--- src/rtl/arm_execute_unit.sv ---
// Execute-stage arithmetic for the single-cycle ARM core: PC increments,
// immediate extension, SrcB select, 16-op ALU and the NZCV status register.
module arm_execute_unit (
    input  logic        clk,
    input  logic        reset,
    input  logic [31:0] PC,
    input  logic [23:0] Instr,
    input  logic [1:0]  ImmSrc,
    input  logic        ALUSrc,
    input  logic [31:0] SrcA,
    input  logic [31:0] RegB,
    input  logic [3:0]  ALUControl,
    input  logic [1:0]  FlagWrite,
    output logic [31:0] PCPlus4,
    output logic [31:0] PCPlus8,
    output logic [31:0] ExtImm,
    output logic [31:0] ALUResult,
    output logic [3:0]  ALUFlags,
    output logic [3:0]  Flags,
    output logic        NoWrite
);

    logic [3:0]  flags_q, flags_d;
    logic [31:0] src_b;
    logic [31:0] rot_imm;
    logic [63:0] rot_dbl;
    logic [31:0] add_x, add_y;
    logic        add_c;
    logic        is_arith;
    logic [32:0] sum;
    logic        cin;

    assign PCPlus4 = PC + 32'd4;
    assign PCPlus8 = PC + 32'd8;

    // Rotate-right of the 8-bit immediate done as a shift of a doubled word
    assign rot_dbl = {24'h0, Instr[7:0], 24'h0, Instr[7:0]} >> {Instr[11:8], 1'b0};
    assign rot_imm = rot_dbl[31:0];

    // Immediate format decode
    always_comb begin
        case (ImmSrc)
            2'b00:   ExtImm = rot_imm;
            2'b01:   ExtImm = {20'h0, Instr[11:0]};
            2'b10:   ExtImm = {{6{Instr[23]}}, Instr, 2'b00};
            default: ExtImm = 32'h0;
        endcase
    end

    assign src_b = ALUSrc ? ExtImm : RegB;
    assign cin   = flags_q[1];

    // Adder operand steering: every arithmetic op is X + Y + c
    always_comb begin
        add_x    = SrcA;
        add_y    = src_b;
        add_c    = 1'b0;
        is_arith = 1'b1;
        case (ALUControl)
            4'b0010, 4'b1010: begin add_y = ~src_b; add_c = 1'b1; end
            4'b0011:          begin add_x = src_b; add_y = ~SrcA; add_c = 1'b1; end
            4'b0100, 4'b1011: add_c = 1'b0;
            4'b0101:          add_c = cin;
            4'b0110:          begin add_y = ~src_b; add_c = cin; end
            4'b0111:          begin add_x = src_b; add_y = ~SrcA; add_c = cin; end
            default:          is_arith = 1'b0;
        endcase
    end

    assign sum = {1'b0, add_x} + {1'b0, add_y} + {32'h0, add_c};

    // Result select; logical ops pass the held C,V through unchanged
    always_comb begin
        ALUResult = sum[31:0];
        case (ALUControl)
            4'b0000, 4'b1000: ALUResult = SrcA & src_b;
            4'b0001, 4'b1001: ALUResult = SrcA ^ src_b;
            4'b1100:          ALUResult = SrcA | src_b;
            4'b1101:          ALUResult = src_b;
            4'b1110:          ALUResult = SrcA & ~src_b;
            4'b1111:          ALUResult = ~src_b;
            default:          ALUResult = sum[31:0];
        endcase
        ALUFlags[3] = ALUResult[31];
        ALUFlags[2] = (ALUResult == 32'h0);
        if (is_arith) begin
            ALUFlags[1] = sum[32];
            ALUFlags[0] = (add_x[31] == add_y[31]) && (sum[31] != add_x[31]);
        end else begin
            ALUFlags[1] = flags_q[1];
            ALUFlags[0] = flags_q[0];
        end
    end

    assign NoWrite = (ALUControl[3:2] == 2'b10);

    // Per-pair flag write enables: [1] gates N,Z and [0] gates C,V
    always_comb begin
        flags_d = flags_q;
        if (FlagWrite[1]) flags_d[3:2] = ALUFlags[3:2];
        if (FlagWrite[0]) flags_d[1:0] = ALUFlags[1:0];
    end

    // Status register with synchronous active-low reset
    always_ff @(posedge clk) begin
        if (!reset) flags_q <= 4'b0000;
        else        flags_q <= flags_d;
    end

    assign Flags = flags_q;

endmodule

--- config.mk ---
export PLATFORM = sky130hd
export DESIGN_NAME = arm_execute_unit
export DESIGN_NICKNAME = d
export VERILOG_FILES = /design/src/rtl/arm_execute_unit.sv
export SDC_FILE = /design/constraint.sdc
export NUM_CORES = 1
export LEC_CHECK = 0
export ABC_AREA = 1
export CORE_MARGIN = 2
export CORE_UTILIZATION = 53
export DETAILED_ROUTE_END_ITERATION = 6
export GPL_TIMING_DRIVEN = 1
export PLACE_DENSITY = 0.89
export SLEW_MARGIN = 20
export SYNTH_ARGS = -nofsm -noshare
export SYNTH_HDL_FRONTEND = slang
export SYNTH_SLANG_ARGS = --single-unit
--- constraint.sdc ---
create_clock -name clk -period 11.1 [get_ports clk]
set_input_delay 1.665 -clock clk [delete_from_list [all_inputs] [get_ports clk]]
set_output_delay 1.665 -clock clk [all_outputs]
set_load 0.05 [all_outputs]
==> metrics.cfg <==
[layout]
final_cell_mix = nand2_1, clkdlybuf4s50_1, inv_1
syn_to_final_growth_pct = 30.4
mostFrequentLayoutCell = nand2_1
drive_above_1_share = 0.0677
fin_util = 0.706
finalNetCount = 2076
layoutNonFillerInstCount = 2093
largest_reg_flops = 4

[detailed_routing]
drt_iter0_markers = 1725
dr_total_vias = 12309
drt_first_pass_iters = 7
wl_per_cell_um = 18.3
drtAntennaViolNets = 0
drt_wl_total_um = 38300
vias_per_cell = 5.88
route.detailed.drc = 0

[sta]
min_period_over_period = 0.818
drv_slew = 0
slew_headroom = 0.188
finalSetupViolCount = 0
hold_viol_final = 0
tns_ns = 0
tightest_slew_ns = 1.22
clock.fmax_mhz = 110
fin_crit_ns = 9.08
fin_worst_skew_ns = 0.00611
rsz0062_at_grt = no

[synthesis]
synth_ff_type = dfxtp_1
async_flop_share = 0
netlist_instances = 1676
synth-seq-cells = 4
avgSynthCellArea_sq_um = 5.13
syn_area_sq_um = 8600
synth-edff-count = 0
yosys_warnings = 0
synth.top_cell.area_share = 0.222
ys_seq_area_frac = 0.00932
synthTopCellsByArea = nand2_1, inv_1, nand3_1, ha_1, o21ai_0
syn-num-nets = 1874
ys_types = 52
synth_area_leader_cell = nand2_1

[pwr]
p_sw_uw = 604
leakagePower_nw = 5.78
power_frac_comb = 0.921
pwr-share-clk = 0.061
internal-power_uw = 345
ir_drop_v = 0.0000759
swShare = 0.637
powerDensity_nw_per_um2 = 84.7
p_seq_frac = 0.018

[worst_setup_path]
crit_path_end_kind = output pin
arrival_ns = 7.41
startpoint_type = input port
critPathMaxFanout = 73
required_ns = 9.44
critical_path_class = input port to output pin

[clock_network]
clock_path_buffers = 2
root_buffer = clkbuf_16
cts_sinks = 4
cts_hold_buffers = 0
clock_latency_ns = 0.23
cts_resized = 0
clk_pin_slew_ns = 0.03
cts_tree = done
post_cts_buffers = 0
cts_buffers = 3
cts_max_level = 1

[job]
cap_violations = 0

[global_routing]
grtUsageTotal = 0.421
grt_max_degree = 74
antenna_found_initial = 1
grt_pass1_vias = 11223
gr-total-overflow = 0
grt_first_pass_wirelength_um = 59100

[die]
core_area_sq_um = 15900
die_h_um = 131
start_util = 0.541
ioPinCount = 268
num_rows = 46
dieWidth_um = 131
die_area_sq_um = 17300

[placement]
numPortBuffers = 261
gp_congestion = 1.08
dp.cells = 2089
hpwl_um = 30700

[status]
outcome = completed

[min_path]
hold_class = flop to flop

worst paths after layout:
| check | cells past startpoint | start | slack (ns) | to |
|---|---|---|---|---|
| min reg2reg | 2 | Flags[3]$_SDFFE_PN0P_ | 0.53 | Flags[3]$_SDFFE_PN0P_ |
| min | 2 | Flags[3]$_SDFFE_PN0P_ | 0.53 | Flags[3]$_SDFFE_PN0P_ |
| max reg2reg | 20 | Flags[1]$_SDFFE_PN0P_ | 7.52 | Flags[2]$_SDFFE_PN0P_ |
| max | 24 | ALUControl[1] | 2.02 | ALUFlags[2] |
critical path, stage by stage:
cell and delay (ns):
clkdlybuf4s50_1 0.61, nand2_1 0.11, nor2_1 0.62, inv_2 0.65, o22ai_1 0.35, a21oi_1 0.09
fa_1 0.44, fa_1 0.43, inv_1 0.15, nand3_1 0.11, nand3_1 0.23, nand3_1 0.12
nand2_1 0.13, inv_1 0.07, nand2_1 0.06, nand3_1 0.07, nand2_1 0.13, nand2_1 0.06
nor2_1 0.10, nand2_1 0.07, nor2_2 0.13, nand3_2 0.13, inv_1 0.08, clkdlybuf4s50_1 0.79
power groups by stage:
stage          Clock (mW)  Combinational (mW)  Sequential [mW]
3_5_place_dp            0               0.852           0.0168
3_3_place_gp            0               0.843           0.0167
2_1_floorplan           0               0.570           0.0208
5_1_grt            0.0596               0.933           0.0168
6_report           0.0583               0.874           0.0167
4_1_cts            0.0569               0.856           0.0167
synthesized netlist by cell type (10+ instances only):
cell type,n
nand4_1,27
a22oi_1,17
nand3_1,168
o21ai_0,136
nor2_1,117
xor2_1,48
nor3_1,19
inv_2,10
ha_1,65
o221ai_1,15
or2_2,36
a21oi_1,60
a211oi_1,16
inv_1,250
clkbuf_1,33
buf_4,14
nand3_2,15
nand2_1,509
buf_2,13
nand2_2,35
layout make-up:
type	instances	area, sq um
Multi-Input combinational cell	1342	7150
Clock buffer	3	75.1
Tap cell	216	270
Fill cell	1509	4680
Sequential cell	4	80.1
Antenna cell	1	2.50
Timing Repair Buffer	266	2650
Inverter	261	985
routing by layer:
layer  part of all wire  up-vias  global-route usage
met5                  0        -                   0
met4              0.064        0               0.237
met3               0.12      178              0.0795
met2               0.45      838               0.705
met1               0.37     5474               0.505
li1                   -     5819                   -
cells by family after synthesis:
| family | count (synthesis) | synth area share |
|---|---|---|
| DFF | 4 | 0.00932 |
| AOI/OAI and AO/OA | 262 | 0.176 |
| xor gates and xnor gates | 51 | 0.0520 |
| adders and majority gates | 67 | 0.0993 |
| and+or+nand+nor | 962 | 0.505 |
| buffers and inverters | 330 | 0.159 |
per-stage QoR:
stage               hold slack, ns  setup slack [ns]  power, mW  area (sq um)
floorplan                    0.770              4.37      0.591          8600
global placement             0.507              2.29      0.860         11100
detailed placement           0.510              2.16      0.869         11100
CTS                          0.526              2.18      0.930         11200
global route                 0.562              1.64       1.01         11200
finish                       0.533              2.02      0.949         11200
No activity file was read; power rests on OpenSTA's default activity.
